===== src/rtl/exc_ctrl.sv =====
// Exception sequencer between the MEM stage and COP0. An accepted request drains
// outstanding bus traffic, flushes IF..MEM for FLUSH_CYCLES cycles and then redirects the PC.
module exc_ctrl #(
  parameter int unsigned FLUSH_CYCLES = 3
) (
  input  logic        clk,
  input  logic        rst_n,
  input  logic        mem_valid,
  input  logic [31:0] mem_pc,
  input  logic        mem_delayslot,
  input  logic [7:0]  mem_exc_flags,
  input  logic [31:0] mem_addr,
  input  logic        mem_busy,
  input  logic        exc_en,
  input  logic [31:0] PC_exc,
  output logic [7:0]  exc_type,
  output logic [31:0] victim_inst_addr,
  output logic        is_delayslot,
  output logic [31:0] badvaddr,
  output logic        flush,
  output logic        stall,
  output logic        pc_redirect,
  output logic [31:0] redirect_pc
);

  typedef enum logic [1:0] {IDLE, DRAIN, FLUSH, REDIRECT} state_t;

  localparam logic [3:0] CNT_INIT = 4'(FLUSH_CYCLES - 1);

  state_t      state_reg, state_next;
  logic [3:0]  cnt_reg, cnt_next;
  logic [31:0] target_reg, target_next;
  logic        exc_req;

  always_ff @(posedge clk or negedge rst_n) begin
    if (!rst_n) begin
      state_reg  <= IDLE;
      cnt_reg    <= 4'd0;
      target_reg <= 32'h0;
    end else begin
      state_reg  <= state_next;
      cnt_reg    <= cnt_next;
      target_reg <= target_next;
    end
  end

  always_comb begin
    state_next  = state_reg;
    cnt_next    = cnt_reg;
    target_next = target_reg;
    exc_req     = 1'b0;
    flush       = 1'b0;
    stall       = 1'b0;
    pc_redirect = 1'b0;
    case (state_reg)
      IDLE: begin
        exc_req = mem_valid;
        // exc_en=0 is a final rejection: nothing is retried
        if (exc_en) begin
          target_next = PC_exc;
          if (mem_busy) begin
            state_next = DRAIN;
          end else begin
            state_next = FLUSH;
            cnt_next   = CNT_INIT;
          end
        end
      end
      DRAIN: begin
        stall = 1'b1;
        if (!mem_busy) begin
          state_next = FLUSH;
          cnt_next   = CNT_INIT;
        end
      end
      FLUSH: begin
        stall = 1'b1;
        flush = 1'b1;
        if (cnt_reg == 4'd0) begin
          state_next = REDIRECT;
        end else begin
          cnt_next = cnt_reg - 4'd1;
        end
      end
      REDIRECT: begin
        flush       = 1'b1;
        pc_redirect = 1'b1;
        state_next  = IDLE;
      end
      default: state_next = IDLE;
    endcase
  end

  // Request is visible only in IDLE and is forced low while reset is held
  genvar gi;
  generate
    for (gi = 0; gi < 8; gi++) begin : g_exc_type
      assign exc_type[gi] = exc_req & rst_n & mem_exc_flags[gi];
    end
  endgenerate

  assign victim_inst_addr = mem_pc;
  assign is_delayslot     = mem_delayslot;
  assign badvaddr         = mem_addr;
  assign redirect_pc      = target_reg;

endmodule

===== config.mk =====
export PLATFORM = sky130hd
export DESIGN_NAME = exc_ctrl
export DESIGN_NICKNAME = d
export VERILOG_FILES = /design/src/rtl/exc_ctrl.sv
export SDC_FILE = /design/constraint.sdc
export NUM_CORES = 1
export LEC_CHECK = 0
export CORE_ASPECT_RATIO = 0.9
export CORE_UTILIZATION = 30
export DETAILED_ROUTE_END_ITERATION = 10
export PLACE_DENSITY = 0.86
export SLEW_MARGIN = 20
export SYNTH_ARGS = -nofsm -noshare
export SYNTH_HDL_FRONTEND = slang
export SYNTH_SLANG_ARGS = --single-unit

===== constraint.sdc =====
create_clock -name clk -period 1.8 [get_ports clk]
set_input_delay 0.45 -clock clk [delete_from_list [all_inputs] [get_ports clk]]
set_output_delay 0.45 -clock clk [all_outputs]
set_load 0.02 [all_outputs]

== Word level (Yosys, flattened, before mapping) ==
Index checks and enable logic that the tools add are counted.
Word-level totals
  flip-flop bits (word level): 38
  bits of input ports: 110
  output and inout port bits: 108
  logic and storage cells: 41
Operators by class
  add/sub/neg operators: 1
  eq/ne operators: 7
  multiplexer cells: 13
  bitwise operators: 9
  reduce and logical (&&, ||, !) cells: 8
Operator list (count)
  $mux 4: 3
  $pmux 4 s3: 1
  $and 1x1->1: 9
  $mux 2: 4
  $ne 2x2->1 const B: 4
  $pmux 2 s4: 1
  $reduce_and 3->1: 2
  $eq 2x2->1 const B: 2
  $logic_not 4->1: 1
  $mux 1: 4
  $reduce_or 2->1: 2
  $sub 4x1->4 const B: 1
  $reduce_bool 3->1: 1
  $eq 2x1->1 const B: 1
  $logic_not 2->1: 1
  $reduce_and 2->1: 1

== Longest topological paths before layout ==
  depth in word-level cells: 4
  mapped depth: 5
  mapped depth without buffers: 5

== Least setup slack after synthesis ==
OpenSTA, ideal clock, no wires.
  path type: register to register
  start: register state_reg[0]
  end: register cnt_reg[1]
  library setup time: 121 ps
  arrival time: 1571 ps
  required time: 1679 ps
  setup slack: 107 ps
  cell stages (with the launch flop): 6
  buffers on the path: 0
  clock period less this slack: 1693 ps
  cells stage by stage: dfrtp_1 -> inv_1 -> ha_1 -> nor2b_1 -> or4b_4 -> o22a_1
On the way
  longest elaborated chain between the ends: 3
  elaborated cells between the ends (all ways): 8
  classes of those cells: eq/ne (4); mux (1); reduce/logical (3)
Ends and longest elaborated chain
  start: declaration: RTL line 30  | state_t state_reg, state_next;
  start signal: assignment: RTL line 41  | state_reg <= state_next;
  $eq 2x2->1 (tied with other cells): RTL line 55  | case (state_reg)
  $ne 2x2->1 (no source line) or $reduce_bool 3->1 (tied branches)
  $reduce_and 3->1 (no source line)
  end signal: assignment: RTL line 42  | cnt_reg <= cnt_next;
  end: declaration: RTL line 31  | logic [3:0] cnt_reg, cnt_next;
Several ways; a longest one is shown, not always the timed one.
A chain may end at the register's enable or synchronous reset.

== Worst setup path after layout ==
  start: input mem_valid
  end: output exc_type[2]
On the way
  longest elaborated chain between the ends: 3
Ends and longest elaborated chain
  start: declaration: RTL line 8  | input logic mem_valid,
  $mux 1: RTL line 55
  $and 1x1->1 (2 in series): RTL line 98  | assign exc_type[gi] = exc_req & rst_n & mem_exc_flags[gi];
  end: declaration: RTL line 16  | output logic [7:0] exc_type,
No other way between the ends.

==> results.cfg <==
[setup_path]
cp-end-kind = output pin
crit_required_ps = 1350
crit_type = input pin to output pin
cp_max_fo = 8
crit_chain = clkdlybuf4s50_1, and3_4, and2_4, buf_6
cp_slowest_stage_delay_ps = 470
cp.arrival_ps = 1410
slowest_stage = clkdlybuf4s50_1
cp-start-kind = input pin

[sta]
slew_headroom_pct = 67.2
finalCriticalPeriod_ps = 1860
clock-skew-final_ps = 7.59
finalHoldViolCount = 0
min_period_over_period_pct = 103
fmax_mhz = 538
setup_ws_ps = -58.9
finalSetupViolations = 8
hold_slack_ps = 250
tightest_slew_ps = 492
drv_slew = 0
rsz0062_at_grt = true

[synth]
muxShareOfSynthArea_pct = 19.1
synth_fp_nets = 302
synth-simple-area-share_pct = 5.63
seq_area_frac_synth_pct = 43.7
syn_inst = 185
netlist_area_sq_um = 2180
ys.warnings.count = 0
yosysUniqueCellTypes = 26
synth_area_per_cell_sq_um = 11.8
synth.ff_latch_count = 38
synth_top_family_by_area = buffers and inverters
synthXorXnorAreaFrac_pct = 0
synthAdderAreaFrac_pct = 4.02
synth_compound_gate_area_share_pct = 3.56

[cts]
cts_hold_buf = 0
clk_pin_slew_ps = 80
tritoncts = done
cts-htree-levels = 2
cts_made_buffers = 5
cts_max_path_buffers = 2
cts-root-buf = clkbuf_8
clk_latency_ps = 280
cts.sinks = 38

[die]
initial_utilization_pct = 30.9
core_sq_um = 7040
die_area_sq_um = 7600
io_pins = 218
die_w_microns = 91.8
rows = 29
fp.dieH_microns = 82.8

[layout]
utilization_pct = 42.5
drive_gt1_share_pct = 36.7
area_growth_pct = 37.4
finish.instance_area_sq_um = 2990
largest_register_ff_count = 32
final_cell_count_no_fill = 319
layout.nets = 343
n_fill_cell = 654
antenna_cells = 0

[global_routing]
grt_pass1_wl_mm = 7.45
antenna_found_initial = 0
grt_pass1_vias = 1527
grt_busiest_layer = met2
met1_usage_pct = 14.3
gr-usage-met2_pct = 21.3
grt_overflow = 0
grt_usage_pct = 12.5
gr-usage-met3_pct = 4.67
grt_max_degree = 39

[pwr]
peakVddDrop_v = 0.000737
total_leakage_power_nw = 1.29
powerDensity_nw_per_um2 = 1730

[drt]
first_pass_iters = 4
via_per_inst = 4.47
routed_wl_mm = 4.77
ant_nets = 0
vias = 1425
drt_iter0_markers = 28
drc_errors = 0
routedWlPerCell_microns = 15.0

[job]
maxCapViolCount = 0

[placed_design]
placed_area_sq_um = 2760
port_buffers = 87
hpwl_mm = 3.59
gp_congestion = 0.793
placed_cells = 309

[hold_path]
hold_path_class = input pin to asynchronous set/reset pin

[status]
outcome = finished with violations
violations = negative setup slack
## worst paths after layout
| check | from | endpoint | slack, ps | cells past startpoint |
|---|---|---|---|---|
| max | mem_valid | exc_type[2] | -60 | 4 |
| min | rst_n | state_reg[0] | 250 | 2 |
| max reg2reg | state_reg[1] | cnt_reg[1] | 70 | 6 |
| min reg2reg | redirect_pc[4] | redirect_pc[4] | 500 | 1 |
| max in group asynchronous | rst_n | redirect_pc[3] | 1200 | 2 |
| min in group clk | redirect_pc[4] | redirect_pc[4] | 500 | 1 |
## worst max-delay path, delay by kind of cell
family,cells,cell delay (ps)
buf+inv,2,580
simple gates,2,380
## synthesized netlist by cell type, drive strengths merged
library cell  count  area share (%)
ha                7             4.0
o31ai             2            0.69
nand2b            1            0.29
o21ai             2            0.46
and3              1            0.29
o22a              1            0.40
or2               1            0.29
nand2             1            0.17
nor3b             1            0.34
a211oi            1            0.34
o31a              1            0.40
mux2i             3             1.4
inv               6             1.0
a2bb2oi           1            0.40
nor2b             2            0.57
mux2             34              18
a21oi             2            0.46
a221oi            1            0.40
buf              68              23
or3b              1            0.40
or4               1            0.34
and2              8             2.3
or4b              1            0.63
dfrtp            38              44
## power by group
| part | total (mW) | internal [mW] | switching, mW |
|---|---|---|---|
| Clock | 0.736 | 0.444 | 0.292 |
| Combinational | 2.95 | 1.64 | 1.31 |
| Sequential | 1.49 | 1.28 | 0.216 |
## layout by cell type (no fill, tap or decap), types with 2 or more instances in the layout
cell	netlist	layout
ha_1	7	4
inv_1	6	4
o21ai_1	2	2
ha_4	0	3
buf_6	0	12
a21oi_1	2	2
clkdlybuf4s50_1	0	75
inv_2	0	2
mux2_2	33	33
clkbuf_8	0	6
o31ai_1	2	2
mux2i_1	3	3
buf_4	65	11
nor2b_1	2	2
dfrtp_1	38	38
and2_4	0	8
## through the flow
step | setup WS (ps) | power, mW | TNS (ps)
2_1_floorplan | 107 | 3.17 | 0
3_3_place_gp | -579 | 4.20 | -5360
3_5_place_dp | -613 | 4.27 | -5660
4_1_cts | -121 | 5.12 | -721
5_1_grt | -115 | 5.48 | -915
6_report | -58.9 | 5.18 | -444
## metal layers
metal,wire (microns),share of wire [%]
met5,0,0
met4,72,1.5
met3,413,8.7
met2,2290,48
met1,2000,42
## final cells by class
type	instances	area [sq um]	share of cell area, %
Timing Repair Buffer	102	1010	33.8
Sequential cell	38	951	31.8
Tap cell	93	116	3.89
Clock inverter	1	30.0	1.00
Multi-Input combinational cell	73	776	25.9
Inverter	6	22.5	0.753
Clock buffer	6	82.6	2.76
## cell families (layout without fill, tap and decap cells)
logic type,Yosys count,after routing
AO/OA/AOI/OAI,11,11
multiplexers,37,37
adder cells (fa/ha/maj),7,7
buffers and inverters,74,115
AND/OR/NAND/NOR,18,18
flip-flops,38,38
## timing repair
item                                    4_1_cts  5_1_grt
endpoints found under the setup margin       11       14
gates resized for setup                      71       10
buffers inserted                              2        2
pin swaps                                     2       11
(Power assumes the default switching activity.)
==> RTL edit 1, RTL diff (same settings) <==
Re-encode `state_t` (4 states) as one-hot, 4 bits wide.
--- a/src/rtl/exc_ctrl.sv
+++ b/src/rtl/exc_ctrl.sv
@@ -25,3 +25,3 @@
 
-  typedef enum logic [1:0] {IDLE, DRAIN, FLUSH, REDIRECT} state_t;
+  typedef enum logic [3:0] {IDLE = 4'b0001, DRAIN = 4'b0010, FLUSH = 4'b0100, REDIRECT = 4'b1000} state_t;
 
Formal check against the unedited RTL: same outputs for any inputs over 10 cycles, from zero or initial values and one cycle with rst_n low; not proved beyond that.
==> RTL edit 1 against the unedited design <==
- the flow still finishes with violations (negative setup slack)
- total power decreased by 8.8%
- worst setup slack worse by 0.18 ns
- global-route usage decreased by 0.87 points
- final cell count grew 2.2%
- wire length shrank 7.8%
- count of clock-buffer cells in the layout up 2
- design area fell by 0.67%
- clock skew decreased by 0.0039 ns
- synthesized area increased by 1.8%
- maximum frequency is 8.7% lower
- sequential cell count up 2
- utilization shrank 0.71 points
- critical path type is now flip-flop to output pin
==> RTL edit 1: results (changes against the unedited design) <==
[clocking]
cts_buffer_depth=2  ; unchanged

[critical_path]
worstPathMaxFanout=3  ; was 8
arrival_ns=1.59  ; was 1.41 ns
crit_slowest_cell=or4b_4  ; was clkdlybuf4s50_1

[sta]
setup_viol=11  ; was 8
setup_ws_ns=-0.236  ; was -0.0589 ns
timing.hold.ws_ns=0.254  ; was 0.250 ns
relSlewSlack=0.658  ; was 0.672
skew_ns=0.00368  ; was 0.00759 ns
tns_ns=-1.88  ; was -0.444 ns

[finish]
drive_gt1_frac=0.335  ; was 0.367
stdcell_count=326  ; was 319
largest_register_ffs=32  ; unchanged
nets=344  ; was 343

[route]
viasPerCell=4.54  ; was 4.47
drtIter0Drc=30  ; was 28
routed_wl_um=4400  ; was 4770 um

[placed_design]
dp_hpwl_um=3140  ; was 3590 um
postPlaceCellArea_um2=2780  ; was 2760 um2
gp_congestion=0.759  ; was 0.793
preCtsSetupSlack_ns=-0.799  ; was -0.613 ns
dpl.cell_count=311  ; was 309

[power]
peakVddDrop_mv=0.775  ; was 0.737 mV
power.leakage_nw=1.26  ; was 1.29 nW

[synth]
synth_cell_types=32  ; was 26
ys_seq_area_frac=0.452  ; was 0.437
yosys.area_share.adder=0.0113  ; was 0.0402
synth_area_per_cell_um2=11.5  ; was 11.8 um2
muxShareOfSynthArea=0.167  ; was 0.191
synth-xor-area-share=0.00395  ; was 0
synth_compound_gate_area_share=0.0237  ; was 0.0356
synth_nets=304  ; was 302
synthTopCellsByArea=dfrtp_1 (44%), buf_4 (22%), mux2_2 (15%)  ; was dfrtp_1 (44%), buf_4 (22%), mux2_2 (17%)
synthTopCellsByCount=buf_4 (66), dfrtp_1 (39), mux2_2 (29)  ; was buf_4 (65), dfrtp_1 (38), mux2_2 (33)

[global_route]
grt_max_degree=41  ; was 39
grt_pass1_vias=1636  ; was 1,527
antenna_found_initial=0  ; unchanged
grtUsageTotal=0.117  ; was 0.125
grt_pass1_wl_um=7210  ; was 7450 um

[outcome]
status=finished with violations  ; unchanged
violations=negative setup slack  ; unchanged

-- RTL edit 1: critical path: cells and delay by family, from the launching register on --
kind	cells	cell delay [ns]
buffers and inverters	2	0.25
flip-flops	1	0.41
AND/OR/NAND/NOR	2	0.65
-- RTL edit 1: cells by family after synthesis --
logic type	Yosys count
adder cells (fa/ha/maj)	2
AO/OA/AOI/OAI	8
flip-flops	40
XOR/XNOR	1
AND/OR/NAND/NOR	33
buffers and inverters	75
multiplexers	33
-- RTL edit 1: worst paths after layout --
check / start / endpoint / depth (start not counted)
max reg2reg: state_reg[3] / cnt_reg[1] / 7
min in group clk: redirect_pc[3] / redirect_pc[3] / 1
min: rst_n / state_reg[1] / 2
max in group asynchronous: rst_n / state_reg[0] / 2
min reg2reg: redirect_pc[3] / redirect_pc[3] / 1
max: state_reg[3] / flush / 4
-- RTL edit 1: cell type report --
cell class / count / area, um2
Fill cell: 667 / 4140
Timing Repair Buffer: 104 / 1020
Sequential cell: 40 / 1000
Multi-Input combinational cell: 77 / 733
Tap cell: 93 / 116
Clock buffer: 8 / 80.1
Inverter: 4 / 15.0
-- RTL edit 1: where the power goes --
part / total, mW / internal [mW] / switching, mW
combinational: 2.60 / 1.44 / 1.16
sequential: 1.56 / 1.34 / 0.226
clock: 0.559 / 0.276 / 0.283
-- RTL edit 1: per-layer routing --
metal,GRT usage,share of wire,up-vias
met5,0,0,-
met2,0.200,0.50,96
met4,0.0568,0.017,0
li1,-,-,651
met3,0.0537,0.11,18
met1,0.119,0.38,714
-- RTL edit 1: timing repair --
action | CTS | global route
buffers inserted | 5 | 2
gates resized for setup | 67 | 10
endpoints found under the setup margin | 11 | 15
pin swaps | 9 | 5
==> RTL edit 2, RTL diff (same flow settings) <==
Made on the original files. Put a register stage on the output `pc_redirect`, cleared by the reset. The value now appears one clock later. The other outputs are not delayed to match.
--- a/src/rtl/exc_ctrl.sv
+++ b/src/rtl/exc_ctrl.sv
@@ -29,2 +29,4 @@
 
+  logic pc_redirect_d;
+
   state_t      state_reg, state_next;
@@ -53,3 +55,3 @@
     stall       = 1'b0;
-    pc_redirect = 1'b0;
+    pc_redirect_d = 1'b0;
     case (state_reg)
@@ -86,3 +88,3 @@
         flush       = 1'b1;
-        pc_redirect = 1'b1;
+        pc_redirect_d = 1'b1;
         state_next  = IDLE;
@@ -106,2 +108,10 @@
 
+  always_ff @(posedge clk or negedge rst_n) begin
+    if (!rst_n) begin
+      pc_redirect <= '0;
+    end else begin
+      pc_redirect <= pc_redirect_d;
+    end
+  end
+
 endmodule
Check against the original RTL: not equivalent (Yosys sat finds a counterexample within 10 cycles, from zero or initial values and one cycle with rst_n low).
==> RTL edit 2 against the unedited design <==
- the run still ends with negative setup slack left
- sequential cell count is 1 higher
- sequential power is 4% higher
- maximum frequency increased by 0.86%
- synthesized area grew 1.1%
- utilization is 0.27 points lower
- total power increased by 0.27%
- worst setup slack gained 0.016 ns
- clock skew is 0.0032 ns lower
- design area fell by 0.13%
- wire length is 4.2% lower
- highest routed layer unchanged
==> RTL edit 2: results (changes against the unedited design) <==
[outcome]
status=finished with violations  ; unchanged
violations=negative setup slack  ; unchanged

[power]
power.leakage_nw=1.30  ; was 1.29 nW
p_switching_mw=1.81  ; was 1.82 mW
peakVddDrop_mv=0.872  ; was 0.737 mV

[clocking]
path_clk_slew_ns=0.07
numCtsBuffers=5  ; unchanged
htreeDepth=2  ; unchanged
clk_latency_ns=0.28  ; about the same
cts_root_buffer=clkbuf_8  ; unchanged
cts_buffer_depth=2  ; unchanged

[synth]
synth_cell_types=26  ; unchanged
synth_warnings=0  ; unchanged
synth_compound_gate_area_share=0.0352  ; was 0.0356
synth_ff_type=dfrtp_1  ; unchanged
synthTopCellsByCount=buf_4 (65), dfrtp_1 (39), mux2_2 (33)  ; was buf_4 (65), dfrtp_1 (38), mux2_2 (33)
synthArstFlopShare=1.00  ; unchanged
synth_nets=303  ; was 302
synthTopCellsByArea=dfrtp_1 (44%), buf_4 (22%), mux2_2 (17%)  ; unchanged
synth-xor-area-share=0  ; unchanged
ys_seq_area_frac=0.443  ; was 0.437
muxShareOfSynthArea=0.189  ; was 0.191
yosys.area_share.adder=0.0398  ; was 0.0402

[critical_path]
worstPathMaxFanout=8  ; unchanged
r2r_cells=6  ; unchanged
arrival_ns=1.39  ; was 1.41 ns
reg2reg_slack_ns=0.08
reg2reg_to=cnt_reg[1]  ; unchanged
timing.rr.start=state_reg[1]  ; unchanged

[finish]
drive_gt1_frac=0.361  ; was 0.367
nets=343  ; unchanged
fill_cells=659  ; was 654
largest_register_ffs=32  ; unchanged
antennaDiodeCount=0  ; unchanged

[placed_design]
port_buffers=87  ; unchanged
preCtsSetupSlack_ns=-0.578  ; was -0.613 ns
gp_congestion=0.778  ; was 0.793
dp_hpwl_um=3540  ; was 3590 um

[sta]
setup_ws_ns=-0.0431  ; was -0.0589 ns
relSlewSlack=0.668  ; was 0.672
skew_ns=0.00436  ; was 0.00759 ns
setup_viol=9  ; was 8
tns_ns=-0.324  ; was -0.444 ns

[route]
routedWlPerCell_um=14.3  ; was 15.0 um
dr.pass1.iters=2  ; was 4
drtIter0Drc=25  ; was 28
viasPerCell=4.45  ; was 4.47

[global_route]
grt_pass1_wl_um=7620  ; was 7450 um
grt_pass1_vias=1643  ; was 1,527
grtUsageTotal=0.126  ; was 0.125
grt_max_degree=40  ; was 39
antenna_found_initial=0  ; unchanged

[min_path]
hp-class=primary input to asynchronous set/reset pin  ; unchanged

==> RTL edit 2: cells by family after synthesis <==
| group | after synthesis |
|---|---|
| buffers and inverters | 74 |
| AND/OR/NAND/NOR | 18 |
| multiplexers | 37 |
| adder cells (fa/ha/maj) | 7 |
| flip-flops | 39 |
| AO/OA/AOI/OAI | 11 |
==> RTL edit 2: power by group through the flow <==
| stage | combinational (mW) | clock (mW) | sequential, mW |
|---|---|---|---|
| 3_3_place_gp | 2.73 | 0 | 1.53 |
| 2_1_floorplan | 1.18 | 0 | 2.02 |
| 4_1_cts | 2.93 | 0.775 | 1.55 |
| 3_5_place_dp | 2.80 | 0 | 1.56 |
| 5_1_grt | 3.11 | 0.817 | 1.60 |
| 6_report | 2.91 | 0.737 | 1.55 |
==> RTL edit 2: area by class of cell <==
cell class,count,share of cell area
inverters,6,0.00754
clock buffers,6,0.0276
flip-flops and latches,39,0.327
multi-input cells,73,0.256
well taps,93,0.0390
repair buffers,101,0.332
clock inverters,2,0.0117
==> RTL edit 2: layer usage <==
layer,vias up,global-route usage,part of all wire,wire (um)
met5,-,0,0,0
met3,22,0.0632,0.11,483
li1,633,-,-,-
met2,96,0.213,0.49,2260
met4,0,0.0540,0.021,95
met1,674,0.131,0.38,1740
==> RTL edit 2: worst max path at each step <==
stage | from | endpoint | slack [ns] | cells after the start
floorplan | state_reg[0] | cnt_reg[1] | 0.11 | 5
global placement | mem_valid | exc_type[3] | -0.52 | 4
detailed placement | mem_valid | exc_type[5] | -0.58 | 4
CTS | state_reg[1] | flush | -0.04 | 4
global route | state_reg[1] | exc_type[4] | -0.10 | 5
finish | mem_valid | exc_type[4] | -0.04 | 4
==> RTL edit 2: critical path, cell delays in order <==
cell,delay [ns]
clkdlybuf4s50_1,0.46
and3_4,0.22
and2_1,0.14
buf_6,0.12
==> RTL edit 2: what timing repair did <==
| action | CTS | global route |
|---|---|---|
| buffers inserted | 2 | 0 |
| resized for setup | 70 | 3 |
| pin swaps | 6 | 3 |
| setup endpoints to repair | 11 | 11 |
==> RTL edit 2: through the flow <==
stage               power (mW)  hold slack, ns  instances  instance area (um2)
floorplan                 3.20           0.154        186                 2200
global placement          4.27           0.486        310                 2790
global route              5.52           0.313        320                 2990
detailed placement        4.36           0.492        310                 2790
CTS                       5.26           0.293        320                 2980
finish                    5.20           0.271        320                 2990
